--- src/rtl/seg7_pkg.sv ---
// Shared 7-segment constants and the hex-to-segment mapping for the scan driver.
// Codes are active-low: bit7=a .. bit1=g, bit0=dp.
package seg7_pkg;

  localparam logic [7:0] SEG_OFF = 8'hFF;
  localparam int         DP_BIT  = 0;

  localparam logic [7:0] SEG_CODES [16] = '{
    8'h03, 8'h9F, 8'h25, 8'h0D, 8'h99, 8'h49, 8'h41, 8'h1F,
    8'h01, 8'h09, 8'h11, 8'hC1, 8'h63, 8'h85, 8'h61, 8'h71
  };

  function automatic logic [7:0] hex2seg(input logic [3:0] nib, input logic dp);
    logic [7:0] code;
    code = SEG_CODES[nib];
    if (dp) begin
      code[DP_BIT] = 1'b0;
    end
    return code;
  endfunction

endpackage

--- src/rtl/seg7_decode.sv ---
// Combinational nibble + decimal point + blank to active-low segment pattern.
// A blanked digit drives every segment, including dp, dark.
module seg7_decode
  import seg7_pkg::*;
(
  input  logic [3:0] nib_i,
  input  logic       dp_i,
  input  logic       blank_i,
  output logic [7:0] seg_o
);

  assign seg_o = blank_i ? SEG_OFF : hex2seg(nib_i, dp_i);

endmodule

--- src/rtl/seg7_scan_driver.sv ---
// Time-multiplexed common-anode 7-segment scanner with a tear-free display register.
// Define SEG7_LZS_EN to enable leading-zero suppression on top of blank_mask.
module seg7_scan_driver
  import seg7_pkg::*;
#(
  parameter int DIGITS   = 8,
  parameter int SCAN_DIV = 1000
) (
  input  logic                  clk,
  input  logic                  rst,
  input  logic                  load,
  output logic                  ready,
  input  logic [4*DIGITS-1:0]   value,
  input  logic [DIGITS-1:0]     dp_mask,
  input  logic [DIGITS-1:0]     blank_mask,
  output logic [7:0]            seg,
  output logic [DIGITS-1:0]     an,
  output logic                  frame_done
);

  localparam int IW = $clog2(DIGITS);
  localparam int PW = $clog2(SCAN_DIV);
  localparam logic [IW-1:0] IDX_LAST  = IW'(DIGITS - 1);
  localparam logic [PW-1:0] PCNT_LAST = PW'(SCAN_DIV - 1);

  logic [PW-1:0]            pcnt_q, pcnt_d;
  logic [IW-1:0]            idx_q, idx_d;

  logic                     pend_vld_q, pend_vld_d;
  logic [DIGITS-1:0][3:0]   pend_val_q, pend_val_d;
  logic [DIGITS-1:0]        pend_dp_q, pend_dp_d;
  logic [DIGITS-1:0]        pend_blank_q, pend_blank_d;

  logic [DIGITS-1:0][3:0]   disp_val_q, disp_val_d;
  logic [DIGITS-1:0]        disp_dp_q, disp_dp_d;
  logic [DIGITS-1:0]        disp_blank_q, disp_blank_d;

  logic [7:0]               seg_q, seg_d;
  logic [DIGITS-1:0]        an_q, an_d;

  logic                     tick;
  logic                     frame_end;
  logic                     accept;
  logic                     commit;
  logic [DIGITS-1:0]        lz_mask;
  logic [DIGITS-1:0]        eff_blank;
  logic                     cur_blank;

  assign tick       = (pcnt_q == PCNT_LAST);
  assign frame_end  = tick && (idx_q == IDX_LAST);
  assign ready      = ~pend_vld_q;
  // Accept and commit are mutually exclusive: a load taken on the frame
  // boundary waits for the following boundary.
  assign accept     = load & ~pend_vld_q;
  assign commit     = frame_end & pend_vld_q;

  always_comb begin
    pcnt_d = tick ? '0 : pcnt_q + 1'b1;
    idx_d  = idx_q;
    if (tick) begin
      idx_d = (idx_q == IDX_LAST) ? '0 : idx_q + 1'b1;
    end
  end

  always_comb begin
    pend_vld_d   = pend_vld_q;
    pend_val_d   = pend_val_q;
    pend_dp_d    = pend_dp_q;
    pend_blank_d = pend_blank_q;
    disp_val_d   = disp_val_q;
    disp_dp_d    = disp_dp_q;
    disp_blank_d = disp_blank_q;
    if (accept) begin
      pend_vld_d   = 1'b1;
      pend_val_d   = value;
      pend_dp_d    = dp_mask;
      pend_blank_d = blank_mask;
    end else if (commit) begin
      pend_vld_d   = 1'b0;
      disp_val_d   = pend_val_q;
      disp_dp_d    = pend_dp_q;
      disp_blank_d = pend_blank_q;
    end
  end

`ifdef SEG7_LZS_EN
  logic lz_run;
  always_comb begin
    lz_mask = '0;
    lz_run  = 1'b1;
    for (int i = DIGITS - 1; i >= 1; i--) begin
      lz_run     = lz_run & (disp_val_q[i] == 4'h0) & ~disp_dp_q[i];
      lz_mask[i] = lz_run;
    end
  end
`else
  assign lz_mask = '0;
`endif

  assign eff_blank = disp_blank_q | lz_mask;
  assign cur_blank = eff_blank[idx_q];

  seg7_decode u_decode (
    .nib_i   (disp_val_q[idx_q]),
    .dp_i    (disp_dp_q[idx_q]),
    .blank_i (cur_blank),
    .seg_o   (seg_d)
  );

  always_comb begin
    an_d = ~(DIGITS'(1) << idx_q);
    if (cur_blank) begin
      an_d = '1;
    end
  end

  always_ff @(posedge clk) begin
    if (rst) begin
      pcnt_q       <= '0;
      idx_q        <= '0;
      pend_vld_q   <= 1'b0;
      pend_val_q   <= '0;
      pend_dp_q    <= '0;
      pend_blank_q <= '0;
      disp_val_q   <= '0;
      disp_dp_q    <= '0;
      disp_blank_q <= '0;
      seg_q        <= SEG_OFF;
      an_q         <= '1;
    end else begin
      pcnt_q       <= pcnt_d;
      idx_q        <= idx_d;
      pend_vld_q   <= pend_vld_d;
      pend_val_q   <= pend_val_d;
      pend_dp_q    <= pend_dp_d;
      pend_blank_q <= pend_blank_d;
      disp_val_q   <= disp_val_d;
      disp_dp_q    <= disp_dp_d;
      disp_blank_q <= disp_blank_d;
      seg_q        <= seg_d;
      an_q         <= an_d;
    end
  end

  assign seg        = seg_q;
  assign an         = an_q;
  assign frame_done = frame_end;

endmodule

--- config.mk ---
export PLATFORM = sky130hd
export DESIGN_NAME = seg7_scan_driver
export DESIGN_NICKNAME = d
export VERILOG_FILES = /design/src/rtl/seg7_pkg.sv /design/src/rtl/seg7_decode.sv /design/src/rtl/seg7_scan_driver.sv
export SDC_FILE = /design/constraint.sdc
export NUM_CORES = 1
export LEC_CHECK = 0
export CORE_UTILIZATION = 35
export DETAILED_ROUTE_END_ITERATION = 6
export DONT_BUFFER_PORTS = 1
export GPL_TIMING_DRIVEN = 0
export PLACE_DENSITY = 0.52
export SYNTH_ARGS = -nofsm -noshare
export SYNTH_HDL_FRONTEND = slang
export SYNTH_SLANG_ARGS = --single-unit
--- constraint.sdc ---
create_clock -name clk -period 4.3 [get_ports clk]
set_clock_uncertainty 0.05 [all_clocks]
set_input_delay 0.86 -clock clk [delete_from_list [all_inputs] [get_ports clk]]
set_output_delay 0.86 -clock clk [all_outputs]
set_load 0.02 [all_outputs]
======== Yosys cells after proc, flatten, opt, wreduce, memory -nomap -nowiden ========
Memory sizes are Yosys's and may differ from the RTL's.
Index checks and enable logic that the tools add are counted.
storage, ports and cells
  register bits ........................... 126
  memory bits (read-only) ................. 128
  input port bits ......................... 51
  output and inout bits ................... 18
  word-level logic and storage cells ...... 56
  memories kept ........................... 1
cells by class
  add/subtract/negate cells ............... 2
  $lt $le $gt $ge ......................... 2
  equality and inequality tests ........... 2
  shift operators ......................... 1
  multiplexer cells ....................... 12
  bitwise operators ....................... 6
  reduce and logical (&&, ||, !) cells .... 5
memories
  name             depth  bits a word  read ports  clocked after memory_dff  wr ports  line            text
  (no name shown)  16     8            1           0                         0         seg7_pkg.sv:15  code = SEG_CODES[nib];
operators with widths
  cell                                                 number
  2-to-1 mux 8 bit                                     2
  binary-select mux 4 bit (select 3 bit)               1
  adder 10 x 1 -> 10 bit (second input constant)       1
  equality test 10 bit (second input constant)         1
  inverter 8 bit                                       1
  left shift 1 x 3 -> 8 bit (first input constant)     1
  binary-select mux 1 bit (select 3 bit)               2
  >= comparator 5 bit (second input constant)          1
  2-to-1 mux 1 bit                                     5
  inverter 4 -> 5 bit                                  1
  < comparator 3 x 4 -> 1 bit (second input constant)  1
  2-to-1 mux 4 bit                                     1
  OR reduction 2 bit                                   2
  adder 3 x 1 -> 3 bit (second input constant)         1
  equality test 3 bit (second input constant)          1
  2-to-1 mux 3 bit                                     1
  bitwise AND 1 bit                                    2
  inverter 1 bit                                       2
  AND reduction 2 bit                                  1
  nonzero test 2 bit                                   1
  logical AND 1 bit                                    1

======== Depth between registers and ports, before layout ========
  depth after elaboration ................. 7
  mapped depth ............................ 11
  depth with buffers taken out ............ 9

======== Modules after synthesis ========
From an unflattened synthesis, not the netlist that was laid out.
unflattened totals
  cells, all modules ...................... 604
  area, all modules ....................... 5,322.6 um2
by module, submodules not included
  module            times used  cells an instance  area an instance (um2)  sequential area each (um2)
  seg7_scan_driver  1           567                5,022.3                 2,522.4
  seg7_decode       1           37                 300.3                   0.0

======== Worst setup path before layout ========
No wires, ideal clock.
  path kind ............................... register -> register
  start point ............................. reg idx_q[0]
  end point ............................... reg seg_q[4], in the netlist seg[4]
  setup time .............................. 0.141 ns
  arrival time ............................ 2.192 ns
  required time ........................... 4.109 ns
  path slack .............................. 1.917 ns
  cell stages (with the launch flop) ...... 11
  buffers on the path ..................... 2
  period minus slack after synthesis ...... 2.383 ns
  cell sequence ........................... dfxtp_1 > buf_6 > buf_6 > mux4_2 > mux2i_1 > inv_2 > ha_1 > inv_1 > nor3_1 > a211oi_1 > o21ai_0
between the ends
  longest elaborated chain between the ends .. 6
  elaborated cells between the ends (all ways) .. 9
  those cells by class .................... mux: 6; bitwise: 1; reduce/logical: 1; memory: 1
RTL lines
  element                                              line                     text
  start, declared                                      seg7_scan_driver.sv:27   logic [IW-1:0] idx_q, idx_d;
  start signal, assigned                               seg7_scan_driver.sv:132  idx_q <= idx_d;
  binary-select mux 4 bit (select 3 bit)               seg7_scan_driver.sv:104  .nib_i (disp_val_q[idx_q]),
  2-to-1 mux 4 bit (not written as such)               seg7_scan_driver.sv:104
  inverter 4 -> 5 bit (not written as such)            seg7_pkg.sv:15
  memory read (16 x 8 bit)                             --
  2-to-1 mux 8 bit (not written as such) (2 in a row)  seg7_pkg.sv:15
  end signal, assigned                                 seg7_scan_driver.sv:140  seg_q <= seg_d;
  end, declared                                        seg7_scan_driver.sv:38   logic [7:0] seg_q, seg_d;
Several ways; a longest one is shown, not always the timed one. The select of a mux whose other input is x is not followed.
A chain may end at the register's enable or synchronous reset.

======== Worst setup path after layout ========
  start point ............................. reg idx_q[1]
  end point ............................... reg seg_q[4], in the netlist seg[4]
The elaborated chain is that of the path after synthesis.

==> impl_results.md <==
- Status: complete, no violations
- Register clock-pin slew on the reported worst setup and hold paths: 0.05 ns
- DP HPWL: 8380 um
- Final Max Slew Viols: 0
- WS Path Type: reg -> reg
- Synth unique cells: 43
- Max-cap violations: 0
- Switch Pwr: 574 uW
- # rows: 43
- Worst hold path type: reg -> reg
- Antenna Nets Post-Route: 0
- Worst EP required: 4.52 ns
- Starting density of the core: 0.358
- Predominant post-synthesis flop cell: dfxtp_1
- Fmax: 341 MHz
- GR Overflow Total: 0
- Setup Total Neg Slack: 0 ns
- Crit end category: flop
- Number of port buffers: 0
- Reg power frac: 0.475
- Die W: 121 um
- Synthesized Nets: 654
- GPL Wtd Cong: 0.800
- Die Area: 14700 um2
- Yosys warning count: 0
- Worst Path Arrival: 3.15 ns
- Layout cells sized above 1: 0.0886
- Drt via density: 4.87
- IO Count: 69
- Switching share of power: 0.223
- Post-synth top area share: 0.508
- Proportion of synthesized flip-flops having asynchronous set or reset: 0
- Pint: 2000 uW
- Drt drc: 0
- Nets: 673
- # H-tree levels: 4
- Synthesized instance count: 590
- Most frequent cells in the layout: nand2_1, dfxtp_1, a21oi_1
- EDFF count, synth: 0
- Fin. Hold Viols: 0
- Gate power share: 0.034
- Chip Height: 121 um
- Crit path max fanout: 10
- Util after Layout: 0.411
- Final Cycle Share: 0.681
- Mapped Avg Cell Area: 8.41 um2
- Worst VDD drop: 268 uV
- Cell area after synthesis: 4960 um2
- Commonest non-fill, non-tap cell in the layout: nand2_1
- Actual slew at the worst max-slew pin: 0.691 ns
- Normalized max-slew margin: 0.526
- GR Util All Layers: 0.173
- Clock sinks: 126
- Final worst path period need: 2.93 ns
- Num CTS Buffers: 17
- Clock Latency Late Sink: 0.41 ns
- Pre-antenna DRT Iters: 4
- Largest net degree at the start of global routing: 17
- CTS Hold Bufs: 0
- Routed Wire Length: 11600 um
- CTS Root Cell: clkbuf_16
- Initial DRC count: 161
- TritonCTS clock tree: done
- Core ar.: 13900 um2
- Fillers: 1429
- Max Root-Sink Buffers: 2
- Cell type with the highest aggregate area in the netlist: dfxtp_1
- Startpoint class of the critical path: flop
- Final setup violation count: 0
- Ranking of synthesized cells by area: dfxtp_1, nand2_1, a21oi_1, mux4_2, ha_1
- Synthesis-stage register bit count: 126
- DR WL/cell: 14.5 um
- Number of setup buffers added after CTS: 0
- Area growth syn-to-layout: 15.0%
- First-pass GRT wire length: 19000 um
- Cell Pwr Density: 451 nW/um2
- Ant diodes: 0
- Register area share after synthesis: 0.508
- Initial antenna violation count: 0
- Post-cts sizing count: 0
- Via count: 3897
- Clock share of power: 0.491
- Leak pwr: 0.00204 uW
- RSZ-0062 raised after global routing: no
- Number of global-route vias before repair: 3898
==> Yosys cell counts, types with 3 or more instances <==
master and n:
a21oi_1 99, o221ai_1 4, mux4_2 10, nand2_1 212
nand3_1 4, buf_1 6, dfxtp_1 126, buf_2 8
mux2i_1 7, xnor2_1 3, xor2_1 4, a211oi_1 3
nor2_1 19, clkbuf_1 22, nor3_1 7, inv_1 9
ha_1 13
==> per-stage QoR <==
step | std cells | setup WS [ns] | hold WS, ns | total power (uW) | area, um2
2_1_floorplan | 590 | 1.92 | 0.368 | 1310 | 4960
3_3_place_gp | 770 | 1.47 | 0.381 | 1330 | 5190
3_5_place_dp | 770 | 1.42 | 0.391 | 1340 | 5190
4_1_cts | 801 | 1.40 | 0.405 | 2610 | 5710
5_1_grt | 801 | 1.17 | 0.417 | 2680 | 5710
6_report | 801 | 1.37 | 0.401 | 2580 | 5710
==> cell families (layout without fill, tap and decap cells) <==
kind of cell / count (synthesis) / in the layout / synth area share
AND/OR/NAND/NOR: 258 / 258 / 0.209
flip-flops: 126 / 126 / 0.508
AO/OA/AOI/OAI: 116 / 116 / 0.128
buffers and inverters: 51 / 82 / 0.0451
multiplexers: 19 / 19 / 0.0640
adder cells (fa/ha/maj): 13 / 13 / 0.0328
XOR/XNOR: 7 / 7 / 0.0123
==> power by group through the flow <==
| stage | registers (uW) | logic (uW) | clock network (uW) |
|---|---|---|---|
| 3_3_place_gp | 1250 | 87.7 | 0 |
| 6_report | 1220 | 88.3 | 1270 |
| 5_1_grt | 1230 | 102 | 1350 |
| 3_5_place_dp | 1250 | 89.6 | 0 |
| 4_1_cts | 1220 | 90.0 | 1300 |
| 2_1_floorplan | 1240 | 66.9 | 0 |
==> path summary, 6_finish.rpt <==
check / startpoint / to / slack, ns / cells after the start
max: idx_q[1] / seg[4] / 1.37 / 9
min: disp_dp_q[4] / disp_dp_q[4] / 0.40 / 2
max reg2reg: idx_q[1] / seg[4] / 1.37 / 9
min reg2reg: disp_dp_q[4] / disp_dp_q[4] / 0.40 / 2
==> flip-flops by register name (all words and copies together), names as in the netlist, 8 cells and up <==
signal / flops
disp_dp_q: 8
pend_blank_q: 8
an: 8
pend_dp_q: 8
seg: 8
disp_val_q: 32
pcnt_q: 10
pend_val_q: 32
disp_blank_q: 8
==> final cells by class <==
type / instances / area [um2] / share of cell area
Multi-Input combinational cell: 413 / 2220 / 0.388
Clock buffer: 25 / 485 / 0.0850
Clock inverter: 6 / 36.3 / 0.00635
Sequential cell: 126 / 2520 / 0.442
Inverter: 11 / 41.3 / 0.00723
Tap cell: 180 / 225 / 0.0394
Buffer: 40 / 183 / 0.0320
==> critical path, stage by stage, from the launching register on <==
cell and delay [ns]:
dfxtp_1 0.57, buf_2 0.39, mux4_2 0.36, mux2i_1 0.57, inv_2 0.13, ha_1 0.28
inv_1 0.06, nor3_1 0.04, a211oi_1 0.19, o21ai_0 0.12
==> layer usage <==
metal	global-route usage	wire, um	vias to the layer above
met5	0	0	-
met4	0.0671	128	0
met3	0.0616	711	7
met2	0.281	5480	74
met1	0.209	5330	1826
li1	-	-	1990
(Power assumes the default switching activity.)
